==> src/rtl/rsa_ctrl_pkg.sv <==
// Shared types and default parameter values for the rsa_unit run controller.
package rsa_ctrl_pkg;

  typedef enum logic [2:0] {
    RESET    = 3'd0,
    IDLE     = 3'd1,
    EN       = 3'd2,
    RST_REL  = 3'd3,
    WAIT_EOC = 3'd4,
    EOC      = 3'd5,
    TMO      = 3'd6,
    ABORT    = 3'd7
  } state_t;

  localparam int DEF_N_UNITS = 2;
  localparam int DEF_RST_DLY = 1;
  localparam int DEF_TMO_W   = 16;

  // Width of the reset-release delay counter; covers RST_DLY up to 15.
  localparam int DLY_W = 4;

endpackage

==> src/rtl/rsa_ctrl_timer.sv <==
// Clearable, saturating up-counter with ena gating and a terminal-match flag.
module rsa_ctrl_timer #(
  parameter int W = 16
) (
  input  logic         clk,
  input  logic         rstb,
  input  logic         ena,
  input  logic         clr,
  input  logic         inc,
  input  logic [W-1:0] term,
  output logic         match
);

  logic [W-1:0] cnt;

  // Count while inc is high, hold at all-ones, clear takes priority; frozen when ena is low.
  always_ff @(posedge clk or negedge rstb) begin
    if (!rstb) begin
      cnt <= '0;
    end else if (ena) begin
      if (clr) begin
        cnt <= '0;
      end else if (inc && (cnt != {W{1'b1}})) begin
        cnt <= cnt + W'(1);
      end
    end
  end

  assign match = (cnt == term);

endmodule

==> src/rtl/rsa_multi_ctrl.sv <==
// Run controller: sequences enable and reset release to a selected subset of
// rsa_unit instances, gathers their end-of-conversion and flags done/timeout.
module rsa_multi_ctrl
  import rsa_ctrl_pkg::*;
#(
  parameter int N_UNITS = DEF_N_UNITS,
  parameter int RST_DLY = DEF_RST_DLY,
  parameter int TMO_W   = DEF_TMO_W
) (
  input  logic               clk,
  input  logic               rstb,
  input  logic               ena,
  input  logic               gpio_start,
  input  logic               spi_start,
  input  logic               gpio_stop,
  input  logic               spi_stop,
  input  logic [N_UNITS-1:0] run_mask,
  input  logic [TMO_W-1:0]   tmo_limit,
  input  logic [N_UNITS-1:0] eoc_rsa_unit,
  output logic [N_UNITS-1:0] en_rsa,
  output logic [N_UNITS-1:0] rst_rsa,
  output logic               busy,
  output logic               eoc,
  output logic               tmo_err,
  output logic [N_UNITS-1:0] done_mask
);

  localparam logic [DLY_W-1:0] DLY_TERM = DLY_W'(RST_DLY - 1);

  state_t             state_q, state_d;
  logic [N_UNITS-1:0] mask_q;
  logic [N_UNITS-1:0] done_q;
  logic [N_UNITS-1:0] done_next;
  logic               tmo_err_q;
  logic               start_c;
  logic               stop_c;
  logic               start_ok;
  logic               dly_match;
  logic               tmo_match;

  // Either source may start a run; stopping needs both sources to agree.
  assign start_c   = gpio_start | spi_start;
  assign stop_c    = gpio_stop & spi_stop;
  assign start_ok  = (state_q == IDLE) && start_c && (run_mask != '0);
  assign done_next = done_q | (eoc_rsa_unit & mask_q);

  rsa_ctrl_timer #(.W(DLY_W)) u_dly (
    .clk   (clk),
    .rstb  (rstb),
    .ena   (ena),
    .clr   (state_q != EN),
    .inc   (state_q == EN),
    .term  (DLY_TERM),
    .match (dly_match)
  );

  // The timeout count starts from zero on the first WAIT_EOC cycle.
  rsa_ctrl_timer #(.W(TMO_W)) u_tmo (
    .clk   (clk),
    .rstb  (rstb),
    .ena   (ena),
    .clr   (state_q == RST_REL),
    .inc   (state_q == WAIT_EOC),
    .term  (tmo_limit - TMO_W'(1)),
    .match (tmo_match)
  );

  // State, latched mask, sticky done bits and timeout flag advance only with ena.
  always_ff @(posedge clk or negedge rstb) begin
    if (!rstb) begin
      state_q   <= RESET;
      mask_q    <= '0;
      done_q    <= '0;
      tmo_err_q <= 1'b0;
    end else if (ena) begin
      state_q <= state_d;
      if (start_ok) begin
        mask_q    <= run_mask;
        done_q    <= '0;
        tmo_err_q <= 1'b0;
      end
      if (state_q == WAIT_EOC) begin
        done_q <= done_next;
      end
      if (state_d == TMO) begin
        tmo_err_q <= 1'b1;
      end
    end
  end

  // Next-state decode and per-state unit enable / reset-release outputs.
  always_comb begin
    state_d = state_q;
    en_rsa  = '0;
    rst_rsa = '0;
    eoc     = 1'b0;
    busy    = 1'b1;
    case (state_q)
      RESET: begin
        busy    = 1'b0;
        state_d = IDLE;
      end
      IDLE: begin
        busy = 1'b0;
        if (start_ok) state_d = EN;
      end
      EN: begin
        en_rsa = mask_q;
        if (stop_c)         state_d = ABORT;
        else if (dly_match) state_d = RST_REL;
      end
      RST_REL: begin
        en_rsa  = mask_q;
        rst_rsa = mask_q;
        state_d = stop_c ? ABORT : WAIT_EOC;
      end
      WAIT_EOC: begin
        en_rsa  = mask_q;
        rst_rsa = mask_q;
        if (stop_c)                                   state_d = ABORT;
        else if (done_next == mask_q)                 state_d = EOC;
        else if ((tmo_limit != '0) && tmo_match)      state_d = TMO;
      end
      EOC: begin
        en_rsa  = mask_q;
        rst_rsa = mask_q;
        eoc     = 1'b1;
        state_d = IDLE;
      end
      TMO: begin
        en_rsa  = mask_q;
        state_d = IDLE;
      end
      ABORT: begin
        state_d = IDLE;
      end
      default: begin
        state_d = RESET;
      end
    endcase
  end

  assign tmo_err   = tmo_err_q;
  assign done_mask = done_q;

endmodule

==> config.mk <==
export PLATFORM = sky130hd
export DESIGN_NAME = rsa_multi_ctrl
export DESIGN_NICKNAME = d
export VERILOG_FILES = /design/src/rtl/rsa_ctrl_pkg.sv /design/src/rtl/rsa_ctrl_timer.sv /design/src/rtl/rsa_multi_ctrl.sv
export SDC_FILE = /design/constraint.sdc
export NUM_CORES = 1
export LEC_CHECK = 0
export BUFFER_PORTS_ARGS = -buffer_cell sky130_fd_sc_hd__buf_2
export CORE_MARGIN = 2
export CORE_UTILIZATION = 57
export DETAILED_ROUTE_END_ITERATION = 7
export PLACE_DENSITY = 0.88
export SYNTH_ARGS = -nofsm -noshare
export SYNTH_HDL_FRONTEND = slang
export SYNTH_SLANG_ARGS = --single-unit
==> constraint.sdc <==
create_clock -name clk -period 2.6 [get_ports clk]
set_clock_uncertainty 0.05 [all_clocks]
set_input_delay 0.26 -clock clk [delete_from_list [all_inputs] [get_ports clk]]
set_output_delay 0.26 -clock clk [all_outputs]
set_load 0.05 [all_outputs]
* After elaboration in Yosys (flattened, before gate mapping)
Cells that the tools add are included.
Operators by class: multiplexer cells 20, equal/unequal tests 13, reductions and logical operators 22, $add $sub $neg 3, bitwise gates (word level) 4
Operators with widths (count):
- $mux W16 | 2
- $mux W3 | 6
- $add A16 B1 Y16 const B | 1
- $eq A16 B16 Y1 | 1
- $ne A16 B16 Y1 const B | 1
- $reduce_bool A16 Y1 | 1
- $sub A16 B1 Y16 const B | 1
- $eq A3 B3 Y1 const B | 5
- $pmux W3 S5 | 1
- $mux W2 | 5
- $reduce_and A2 Y1 | 5
- $reduce_bool A2 Y1 | 5
- $mux W4 | 2
- $eq A3 B2 Y1 const B | 2
- $logic_and A1 B1 Y1 | 5
- $reduce_or A5 Y1 | 1
- $add A4 B1 Y4 const B | 1
- $logic_not A4 Y1 | 1
- $mux W1 | 4
- $ne A4 B4 Y1 const B | 1
- $reduce_or A4 Y1 | 1
- $eq A3 B1 Y1 const B | 1
- $logic_not A3 Y1 | 1
- $ne A3 B2 Y1 const B | 1
- 7 further kinds | 7
Word-level totals: register bits after elaboration 28, output and inout bits 9

* Depth between registers and ports, before layout
Gate-level depths: netlist of run 1.
depth in word-level cells 10, depth in mapped cells 8

* Cells and area by module
Synthesis of run 1 repeated with hierarchy kept, for this count alone.
Unflattened totals: cell total of the unflattened synthesis 279, area total of the unflattened synthesis 2346.0 µm²
By module, submodules not included:
- rsa_ctrl_timer (u_tmo) | area each 1211.2 µm², sequential area each 400.4 µm², cells an instance 139, instances 1
- rsa_multi_ctrl | area each 829.5 µm², sequential area each 200.2 µm², cells an instance 110, instances 1
- rsa_ctrl_timer (u_dly) | area each 305.3 µm², sequential area each 100.1 µm², cells an instance 30, instances 1

* Worst setup path before layout of run 1
OpenSTA, ideal clock, no wires.
path type flip-flop to output port, from reg state_q[0], to out eoc, path buffers 1, data required time 2.290 ns, slack 0.428 ns, arrival time 1.862 ns, stages on the path, launching flop included 4, cell sequence dfrtp_1 clkbuf_1 inv_1 nor3b_1
Between the ends: word-level cells in the longest chain between the ends 2
RTL lines:
- start, declared | line rsa_multi_ctrl.sv:30 | state_t state_q, state_d;
- start signal, assigned | line rsa_multi_ctrl.sv:76 | state_q <= state_d;
- $eq A3 B3 Y1 | line rsa_multi_ctrl.sv:98 | case (state_q)
- $mux W1 | line rsa_multi_ctrl.sv:98
- end, declared | line rsa_multi_ctrl.sv:23 | output logic eoc,
No other way between the ends.

* Worst setup path after layout of run 1
from reg state_q[0], to reg u_tmo.cnt[10]
Between the ends: word-level cells in the longest chain between the ends 4, elaborated cells between the ends (all ways) 6, classes of those cells eq/ne (2); mux (1); reduce/logical (3)
RTL lines:
- $eq A3 B3 Y1 | line rsa_multi_ctrl.sv:63 | .inc (state_q == WAIT_EOC),
- $logic_and A1 B1 Y1 | line rsa_ctrl_timer.sv:23 | end else if (inc && (cnt != {W{1'b1}})) begin
- $reduce_bool A2 Y1 (no source line)
- $reduce_and A2 Y1 (no source line)
- end signal, assigned | line rsa_ctrl_timer.sv:24 | cnt <= cnt + W'(1);
- end, declared | line rsa_ctrl_timer.sv:14 | logic [W-1:0] cnt;
Parallel ways exist; a longest one is shown, timed or not. A chain may end at the register's enable or synchronous reset.

==> qor.txt, run 1 <==
====================================================================================
Most frequent cells in the layout ..................................... buf_2 (35), dfrtp_1 (28), nor2_1 (27)
Post-synthesis cell type count ........................................           52
Antenna violations before repair ......................................            0
Switching portion of total power ......................................        0.446
Number of DRC violations after detailed routing .......................            0
Worst supply voltage drop on vdd ......................................     0.671 mV
DIE WIDTH .............................................................      66.2 µm
Relative contribution of sequential cells to total power ..............        0.377
Clock tree from TritonCTS .............................................         done
Clk Latency, worst-skew pair ..........................................      0.27 ns
Flip-flop cell with the highest count after synthesis .................      dfrtp_1
Resize count post-CTS .................................................            0
Diode insertion count for antenna repair ..............................            0
Internal cell power ...................................................       889 µW
Fraction of synthesized area in multiplexers ..........................      0.00965
Die height ............................................................      66.2 µm
Largest net degree at the start of global routing .....................           29
Static leakage power ..................................................   0.00117 µW
Data arrival, critical path ...........................................      2.45 ns
Proportion of synthesized flip-flops having asynchronous set or reset .         1.00
Via/cell ratio ........................................................         6.06
Final setup violation count ...........................................            0
Outcome ............................................................... finished, final reports clean
CP startpoint kind ....................................................    flip-flop
Final net count .......................................................          340
Die Outline Area ......................................................     4380 µm²
Cell Rows .............................................................           22
Count of max-cap constraint violations ................................            0
Share of layout cells above drive strength 1 ..........................        0.169
Detailed-router iteration count before antenna repair .................            4
Syn Std Cell Area .....................................................     2200 µm²
Post-Synth XOR/XNOR Area ..............................................        0.115
Core Area .............................................................     3690 µm²
Final standard cell utilization of the core ...........................        0.680
Count of final hold-check violations ..................................            0
Global-route wire length before repair ................................      8800 µm
Average footprint of a synthesized cell ...............................     8.08 µm²
GRT Util Overall ......................................................        0.256
Logic gate share of total power .......................................        0.456
Area share of the largest cell type after synthesis ...................        0.318
Power density cells ...................................................   639 nW/µm²
Top post-synthesis cells by area ...................................... dfrtp_1 (32%), xor2_1 (9.9%), nor2_1 (4.6%)
Post-placement cell area ..............................................     2440 µm²
Post-synthesis sequential area ratio ..................................        0.318
Dominant combinational cell family by area after synthesis ............ simple AND/OR/NAND/NOR gates
Fin worst setup slack .................................................     0.269 ns
Critical Path Fanout Max ..............................................           12
Setup Crit Path Kind ..................................................   reg -> reg
Final std cell area, no fill ..........................................     2510 µm²
Setup repair after global routing missed its margin ...................        false
Post-synth EDFFs ......................................................            0
Post-synth net total ..................................................          305
Number of storage elements in the synthesis netlist ...................           28
Sum of net half-perimeters after detailed placement ...................      3980 µm
CTS H-tree depth ......................................................            1
Clk pin slew, worst setup/hold paths ..................................      0.09 ns
Maximum operating frequency ...........................................      429 MHz
Transition time at the pin with the least slew margin .................     0.728 ns
Power dissipated by switching net loads ...............................       714 µW
Synth-to-layout area growth ...........................................        13.7%
Most common library cell in the layout ignoring fill and taps .........        buf_2
Iteration-0 DRC count of the detailed router ..........................           83
Fraction of the cycle the final worst path needs ......................        0.897
Effective utilization at floorplan ....................................        0.598
Post-Place Setup Slack ................................................     0.228 ns
Cts bufs inserted .....................................................            3
Remaining number of nets flagged by the antenna check after routing ...            0
GP Congestion .........................................................        0.857
Slew HR ...............................................................        0.512
Vias post-DR ..........................................................         2153
Total Neg Setup Slack .................................................         0 ns
Fraction of the mapped netlist area in simple logic gates .............        0.333
Worst Reg2Reg Path Length in Cells ....................................            6
Fraction of the mapped netlist area in compound gates .................        0.156
Total gr overflow .....................................................            0
Top-level I/O count ...................................................           36
Yosys warning count ...................................................            0
CTS sink cnt ..........................................................           28
Root buffer cell ......................................................     clkbuf_8
Count of port buffers added during placement ..........................           35
Maximum clock path buffer count .......................................            2
Synthesized netlist cell count ........................................          273
Worst R2R Setup Slack .................................................      0.27 ns
Slew Limit Fails ......................................................            0
Number of global-route vias before repair .............................         2028
Adder-Cell Fraction of Synth Area .....................................       0.0284
Capturing element type of the critical path ...........................    flip-flop
Final WL ..............................................................      5150 µm
Routed wirelength normalized by instance count ........................      14.5 µm
Proportion of power drawn by the clock network ........................        0.168
Min Clock Period, post-route ..........................................      2.33 ns
Post-synthesis cell type with the largest combined area ...............      dfrtp_1
Cells on Worst Hold Path ..............................................            3
Path category of the worst min-delay check ............................    in -> reg
Required @ worst endpoint .............................................      2.72 ns
====================================================================================
[sequential cells by signal, summed over array words and instances (netlist names)]
register and cells:
mask_q 2, u_dly.cnt 4, done_mask 2, tmo_err 1
state_q 3, u_tmo.cnt 16
[cells by family (layout without fill, tap and decap cells)]
family                   Yosys count  after routing
buffers and inverters             23             57
AO/OA/AOI/OAI                     52             52
adder cells (fa/ha/maj)            5              5
XOR/XNOR                          29             29
AND/OR/NAND/NOR                  134            134
multiplexers                       2              2
flip-flops                        28             28
[worst max-delay path, cell delays in order (launching register included)]
cell and delay, ns:
dfrtp_1 0.51, nor3b_2 0.38, o21ai_0 0.18, a211oi_1 0.65, nand4_1 0.21, xor2_1 0.19, nor2_1 0.05
[area by class of cell]
class                      instances  area, µm²
clock buffer                       4       55.1
fill                             322       1180
inverter                          10       37.5
multi-input combinational        222       1420
sequential                        28        701
tap                               48       60.1
timing repair buffer              43        238
[stage by stage]
step	instances	hold slack (ns)	power, µW
after floorplan	273	-0.0856	1120
after global placement	350	0.259	1310
after detailed placement	350	0.264	1330
after CTS	355	0.142	1600
after global routing	355	0.147	1720
final	355	0.147	1600
[power by group through the flow]
stage / clock, µW / combinational [µW] / sequential (µW)
after floorplan: 0 / 541 / 581
after global placement: 0 / 707 / 606
after detailed placement: 0 / 723 / 608
after CTS: 274 / 729 / 601
after global routing: 290 / 806 / 622
final: 269 / 731 / 604
[path summary, 6_finish.rpt]
| kind | from | to |
|---|---|---|
| worst max register to register | state_q[0] | u_tmo.cnt[10] |
| worst max-delay path | state_q[0] | u_tmo.cnt[10] |
| worst min register to register | u_dly.cnt[0] | u_dly.cnt[0] |
| worst min-delay path | run_mask[0] | mask_q[0] |
| max in group asynchronous | rstb | u_tmo.cnt[10] |
| min in group asynchronous | rstb | done_mask[1] |
[per-layer routing]
metal,part of all wire,vias up,track usage,wire length [µm]
met1,0.44,1027,0.325,2250
met3,0.041,2,0.0102,211
met4,0.0037,0,0.0536,19
met2,0.52,53,0.479,2670
met5,0,-,0,0
li1,-,1071,-,-
[repair_timing]
item / in CTS / in global routing
setup endpoints to repair: 0 / 0
endpoints found under the hold margin: 28 / 0
hold buffers: 1 / 0
setup buffers: 0 / 0
[synthesized netlist by cell type (2+ instances only)]
library cell  count
nand4_1          14
nor4_1            5
ha_1              5
a211oi_1          2
buf_1             2
xor2_1           25
o21ai_0          11
clkbuf_1         10
dfrtp_1          28
xnor2_1           4
o22ai_1           2
and2_1            3
nor3_1           12
nor2_1           27
o31ai_1           2
a21boi_0          2
a41o_1            2
or4_1             4
nand2b_1          2
nor2b_1           4
a41oi_1           2
nand3_1           8
o32ai_1           2
nand3b_1          3
a21oi_1          16
nand2_1          23
and3_1           13
inv_1            10
or3_1             3
nor3b_1           5
No activity file was read; power rests on OpenSTA's default activity.
==> inputs of run 2 (changes only) <==
--- a/config.mk
+++ b/config.mk
@@ -7,9 +7,9 @@
 export LEC_CHECK = 0
 export BUFFER_PORTS_ARGS = -buffer_cell sky130_fd_sc_hd__buf_2
 export CORE_MARGIN = 2
-export CORE_UTILIZATION = 57
+export CORE_UTILIZATION = 40
 export DETAILED_ROUTE_END_ITERATION = 7
-export PLACE_DENSITY = 0.88
+export PLACE_DENSITY = 0.68
 export SYNTH_ARGS = -nofsm -noshare
 export SYNTH_HDL_FRONTEND = slang
 export SYNTH_SLANG_ARGS = --single-unit
==> qor.txt, run 2 (same netlist as run 1, synthesis figures left out) <==
==================================================================================
Cell with the largest stage delay on the worst path .................     a211oi_1
Cts bufs inserted ...................................................            3   unchanged
Root buffer cell ....................................................     clkbuf_8
Min Clock Period, post-route ........................................      2.31 ns   -0.0166 ns
Cell Rows ...........................................................           27   +23%
Post-placement cell area ............................................     2470 µm²   +1.2%
Critical Path Fanout Max ............................................            6   -6
Worst-path cell chain ............................................... nor3b_2, o21ai_0, a211oi_1, nand4_1, xor2_1, nor2_1
Required @ worst endpoint ...........................................      2.76 ns   +0.04 ns
Clk pin slew, worst setup/hold paths ................................      0.10 ns   about the same
Worst supply voltage drop on vdd ....................................     0.575 mV   -14%
Setup repair after global routing missed its margin .................        false
Vias post-DR ........................................................         2131   -1.0%
Number of fill cells ................................................          557   +73%
Launch point of the worst reg-to-reg path ...........................   state_q[0]
Data arrival, critical path .........................................      2.48 ns   +0.03 ns
Clk Latency, worst-skew pair ........................................      0.28 ns   about the same
Origin of the worst setup path ......................................   state_q[0]
WHS .................................................................     0.136 ns   -0.0109 ns
Total Neg Setup Slack ...............................................         0 ns   unchanged
Biggest regs ........................................................ u_tmo.cnt: 16 flops, u_dly.cnt: 4 flops, state_q: 3 flops
Via/cell ratio ......................................................         5.62   -7.3%
Final net count .....................................................          340   unchanged
Post-Place Setup Slack ..............................................     0.221 ns   -0.00692 ns
Static leakage power ................................................   0.00118 µW   +0.55%
Remaining number of nets flagged by the antenna check after routing .            0   unchanged
Fin worst setup slack ...............................................     0.286 ns   +0.0166 ns
Diode insertion count for antenna repair ............................            0   unchanged
GRT Util Overall ....................................................        0.176   -0.0794
Outcome ............................................................. finished, final reports clean
Top-level I/O count .................................................           36   unchanged
Core Area ...........................................................     5410 µm²   +47%
Kind of cell adding the most delay to the critical path ............. compound AO/OA/AOI/OAI gates
Die Outline Area ....................................................     6120 µm²   +40%
Delay of the slowest critical-path stage ............................      0.69 ns   +0.04 ns
Setup Crit Path Kind ................................................   reg -> reg
Iteration-0 DRC count of the detailed router ........................           50   -40%
Worst Reg2Reg Path Length in Cells ..................................            6   unchanged
Fraction of the cycle the final worst path needs ....................        0.890   -0.00640
Final std cell area, no fill ........................................     2550 µm²   +1.8%
Hold Crit Start .....................................................  run_mask[1]
Synth-to-layout area growth .........................................        15.8%
R2r endpoint ........................................................ u_tmo.cnt[10]
Effective utilization at floorplan ..................................        0.408   -0.190
Die height ..........................................................      78.2 µm   +18%
Min-Delay Endpoint ..................................................    mask_q[1]
Antenna violations before repair ....................................            0   unchanged
Register with the most flip-flops ...................................    u_tmo.cnt
CTS sink cnt ........................................................           28   unchanged
Global-route wire length before repair ..............................      8780 µm   -0.24%
Number of global-route vias before repair ...........................         1993   -1.7%
Sum of net half-perimeters after detailed placement .................      4000 µm   +0.60%
Transition time at the pin with the least slew margin ...............     0.789 ns   +0.0604 ns
Total gr overflow ...................................................            0   unchanged
Maximum operating frequency .........................................      432 MHz   +0.72%
Count of max-cap constraint violations ..............................            0   unchanged
Slew HR .............................................................        0.471   -0.0405
Maximum clock path buffer count .....................................            2   unchanged
Slew Limit Fails ....................................................            0   unchanged
Count of final hold-check violations ................................            0   unchanged
CTS H-tree depth ....................................................            1   unchanged
Worst R2R Setup Slack ...............................................      0.29 ns   +0.02 ns
Clock tree from TritonCTS ...........................................         done
Largest net degree at the start of global routing ...................           29   unchanged
CP startpoint kind ..................................................    flip-flop
DIE WIDTH ...........................................................      78.2 µm   +18%
Most frequent cells in the layout ................................... buf_2 (35), dfrtp_1 (28), nor2_1 (27)
Path category of the worst min-delay check ..........................    in -> reg
Most common library cell in the layout ignoring fill and taps .......        buf_2
Cells on Worst Hold Path ............................................            3   unchanged
Buf/Inv on CP .......................................................            0   unchanged
Capturing element type of the critical path .........................    flip-flop
Max FFs per register ................................................           16   unchanged
Count of port buffers added during placement ........................           35   unchanged
GP Congestion .......................................................        0.822   -4.2%
Detailed-router iteration count before antenna repair ...............            4   unchanged
Share of layout cells above drive strength 1 ........................        0.169   unchanged
Final WL ............................................................      5240 µm   +1.7%
Routed wirelength normalized by instance count ......................      13.8 µm   -4.8%
Power density cells .................................................   659 nW/µm²   +3.1%
Number of DRC violations after detailed routing .....................            0   unchanged
Final setup violation count .........................................            0   unchanged
==================================================================================
## run 2: changes by cell type in the layout (fill, tap and decap cells not counted), sizes merged
cell    previous run  this run
bufinv             0         1
clkbuf             4         3
## run 2: area by class of cell
class	instances	area [µm²]	area share
well taps	72	90.1	0.0353
clock buffers	3	41.3	0.0162
repair buffers	43	238	0.0931
clock inverters	1	30.0	0.0118
multi-input cells	222	1420	0.555
flip-flops and latches	28	701	0.274
inverters	10	37.5	0.0147
## run 2: where the power goes
part / total, µW / internal, µW / switching [µW] / leakage [µW]
sequential: 578 / 499 / 78.8 / 0.000380
clock: 347 / 206 / 140 / 0.0000357
combinational: 759 / 259 / 500 / 0.000763
## run 2: per-layer routing
metal,wire length [µm],vias up,share of wire,GRT usage
met2,2380,63,0.45,0.287
met4,102,0,0.019,0.0667
li1,-,1071,-,-
met5,0,-,0,0
met3,243,9,0.046,0.0149
met1,2510,988,0.48,0.244
## run 2: what timing repair did
| item | CTS | global route |
|---|---|---|
| gates resized for setup | 0 | 0 |
| setup buffers | 0 | 0 |
| hold buffers | 1 | 0 |
| endpoints found under the hold margin | 28 | 0 |
## run 2: metrics by stage
step | cells | total power (µW) | util
floorplan | 273 | 1120 | -
finish | 379 | 1680 | 0.472
CTS | 379 | 1700 | 0.472
detailed placement | 374 | 1340 | 0.457
global route | 379 | 1790 | 0.472
global placement | 374 | 1340 | 0.457
## run 2: worst max-delay path by stage
stage | end | slack, ns | depth (start not counted)
2_1_floorplan | eoc | 0.43 | 3
3_3_place_gp | state_q[1] | 0.26 | 7
3_5_place_dp | state_q[1] | 0.22 | 7
4_1_cts | u_tmo.cnt[10] | 0.29 | 6
5_1_grt | u_tmo.cnt[10] | 0.16 | 6
6_report | u_tmo.cnt[10] | 0.29 | 6
## run 2: worst min-delay path: stages
cell	delay, ns
buf_2	0.09
nand2_1	0.04
nand2_1	0.05
==> inputs of run 3 (changes only) <==
--- a/config.mk
+++ b/config.mk
@@ -10,6 +10,7 @@
 export CORE_UTILIZATION = 40
 export DETAILED_ROUTE_END_ITERATION = 7
 export PLACE_DENSITY = 0.68
+export SLEW_MARGIN = 30
 export SYNTH_ARGS = -nofsm -noshare
 export SYNTH_HDL_FRONTEND = slang
 export SYNTH_SLANG_ARGS = --single-unit
==> constraint.sdc (replaced) <==
create_clock -name clk -period 2.1 [get_ports clk]
set_clock_uncertainty 0.05 [all_clocks]
set_input_delay 0.21 -clock clk [delete_from_list [all_inputs] [get_ports clk]]
set_output_delay 0.21 -clock clk [all_outputs]
set_load 0.05 [all_outputs]
==> qor.txt, run 3 (same netlist as run 1, synthesis figures left out) <==
==================================================================================
Global routing met1 resource utilization ............................        0.256   +0.0112
DIE WIDTH ...........................................................      78.2 µm   unchanged
Routed wirelength normalized by instance count ......................      14.1 µm   +2.2%
Cell with the largest stage delay on the worst path .................      dfrtp_1
GRT Util Overall ....................................................        0.189   +0.0128
Static leakage power ................................................   0.00130 µW   +11%
Final WL ............................................................      5710 µm   +9.0%
Via/cell ratio ......................................................         5.54   -1.5%
Kind of cell adding the most delay to the critical path ............. simple AND/OR/NAND/NOR gates
Worst-path cell chain ............................................... nor3b_2, and3_1, o2111ai_1, nor4_1, nand4_2, a31oi_2
Buf/Inv on CP .......................................................            0   unchanged
Transition time at the pin with the least slew margin ...............     0.638 ns   -0.151 ns
Global-route wire length before repair ..............................      9490 µm   +8.1%
Total area of multi-input combinational cells .......................     1450 µm²   +2.0%
Count of port buffers added during placement ........................           35   unchanged
Top-level I/O count .................................................           36   unchanged
Path category of the worst min-delay check ..........................    in -> reg
Capturing element type of the critical path .........................    flip-flop
Remaining number of nets flagged by the antenna check after routing .            0   unchanged
Min-Delay Endpoint ..................................................    mask_q[0]
Fin worst setup slack ...............................................     0.136 ns   -0.150 ns
Iteration-0 DRC count of the detailed router ........................           77   +54%
Cells on Worst Hold Path ............................................            3   unchanged
Sum of net half-perimeters after detailed placement .................      4400 µm   +10%
Cts bufs inserted ...................................................            3   unchanged
Biggest regs ........................................................ u_tmo.cnt: 16 flops, u_dly.cnt: 4 flops, state_q: 3 flops
Diode insertion count for antenna repair ............................            0   unchanged
Hold Crit Start .....................................................  run_mask[0]
Die Outline Area ....................................................     6120 µm²   unchanged
Maximum operating frequency .........................................      509 MHz   +18%
GR peak layer .......................................................         met2
Effective utilization at floorplan ..................................        0.408   unchanged
Worst Reg2Reg Path Length in Cells ..................................            6   unchanged
Root buffer cell ....................................................     clkbuf_8
Core Area ...........................................................     5410 µm²   unchanged
Detailed-router iteration count before antenna repair ...............            4   unchanged
GP Congestion .......................................................        0.900   +9.5%
Antenna violations before repair ....................................            0   unchanged
Register with the most flip-flops ...................................    u_tmo.cnt
Vias post-DR ........................................................         2237   +5.0%
GR Layer Usage met3 .................................................       0.0149   unchanged
Number of global-route vias before repair ...........................         2113   +6.0%
Data arrival, critical path .........................................      2.11 ns   -0.37 ns
CTS sink cnt ........................................................           28   unchanged
Launch point of the worst reg-to-reg path ...........................   state_q[1]
Count of max-cap constraint violations ..............................            0   unchanged
Clk Latency, worst-skew pair ........................................      0.27 ns   about the same
Count of final hold-check violations ................................            0   unchanged
Final net count .....................................................          365   +7.4%
Share of layout cells above drive strength 1 ........................        0.250   +0.0806
Synth-to-layout area growth .........................................        24.9%
Max FFs per register ................................................           16   unchanged
Sequential cell area in the final layout ............................      701 µm²   unchanged
Worst supply voltage drop on vdd ....................................     0.654 mV   +14%
CTS H-tree depth ....................................................            1   unchanged
Non-Filler Instances ................................................          404   +6.6%
Fraction of the cycle the final worst path needs ....................        0.935   +0.0450
Total gr overflow ...................................................            0   unchanged
Slew Limit Fails ....................................................            0   unchanged
Critical Path Fanout Max ............................................            4   -2
Min Clock Period, post-route ........................................      1.96 ns   -0.350 ns
Slew HR .............................................................        0.575   +0.104
Most frequent cells in the layout ................................... buf_2 (35), buf_4 (32), dfrtp_1 (28)
Required @ worst endpoint ...........................................      2.25 ns   -0.51 ns
CP startpoint kind ..................................................    flip-flop
Cell Rows ...........................................................           27   unchanged
Clock tree from TritonCTS ...........................................         done
Power density cells .................................................   747 nW/µm²   +13%
Die height ..........................................................      78.2 µm   unchanged
WHS .................................................................    0.0827 ns   -0.0532 ns
Number of fill cells ................................................          544   -2.3%
Number of DRC violations after detailed routing .....................            0   unchanged
Most common library cell in the layout ignoring fill and taps .......        buf_2
Setup repair after global routing missed its margin .................        false
Largest net degree at the start of global routing ...................           29   unchanged
Count of placed standard cells including taps .......................          399   +6.7%
Clk pin slew, worst setup/hold paths ................................      0.10 ns   about the same
R2r endpoint ........................................................   state_q[1]
Delay of the slowest critical-path stage ............................      0.43 ns   -0.26 ns
Maximum clock path buffer count .....................................            2   unchanged
Worst R2R Setup Slack ...............................................      0.14 ns   -0.15 ns
Overall Power .......................................................      2060 µW   +22%
Final setup violation count .........................................            0   unchanged
Outcome ............................................................. finished, final reports clean
Post-Place Setup Slack ..............................................    -0.178 ns   -0.399 ns
Setup Crit Path Kind ................................................   reg -> reg
Met2 track demand over resource in global routing ...................        0.333   +0.0457
==================================================================================
-- run 3: routing by layer --
layer / part of all wire / up-vias
li1: - / 1112
met4: 0.0070 / 0
met3: 0.039 / 4
met1: 0.48 / 1068
met5: 0 / -
met2: 0.47 / 53
-- run 3: layout make-up --
class / instances / share of cell area
sequential: 28 / 0.254
tap: 72 / 0.0327
multi-input combinational: 222 / 0.525
inverter: 10 / 0.0136
timing repair buffer: 68 / 0.154
clock buffer: 4 / 0.0200
-- run 3: repair_timing --
item | CTS | global route
buffers inserted | 0 | 0
setup endpoints to repair | 0 | 12
hold buffers | 1 | 0
gates resized for setup | 0 | 5
hold endpoints to repair | 28 | 0
-- run 3: power breakdown --
group | switching, µW | internal (µW) | leakage, µW
Clock | 168 | 168 | 0.0000288
Combinational | 650 | 361 | 0.000895
Sequential | 92.0 | 618 | 0.000380
-- run 3: worst min-delay path, cell delays in order --
cell	delay, ns
buf_2	0.09
nand2_1	0.04
nand2_1	0.04
-- run 3: worst max path at each step --
stage | start | to | cells after the start
after floorplan | tmo_limit[3] | state_q[1] | 7
after global placement | tmo_limit[7] | state_q[1] | 7
after detailed placement | tmo_limit[7] | state_q[1] | 7
after CTS | u_tmo.cnt[6] | u_tmo.cnt[7] | 6
after global routing | state_q[1] | state_q[1] | 6
final | state_q[1] | state_q[1] | 6
-- run 3: metrics by stage --
| step | util | setup TNS, ns | area, µm² |
|---|---|---|---|
| after floorplan | - | 0 | 2220 |
| after CTS | 0.506 | 0 | 2730 |
| final | 0.509 | 0 | 2750 |
| after global placement | 0.494 | -0.195 | 2670 |
| after detailed placement | 0.494 | -0.314 | 2670 |
| after global routing | 0.509 | 0 | 2750 |
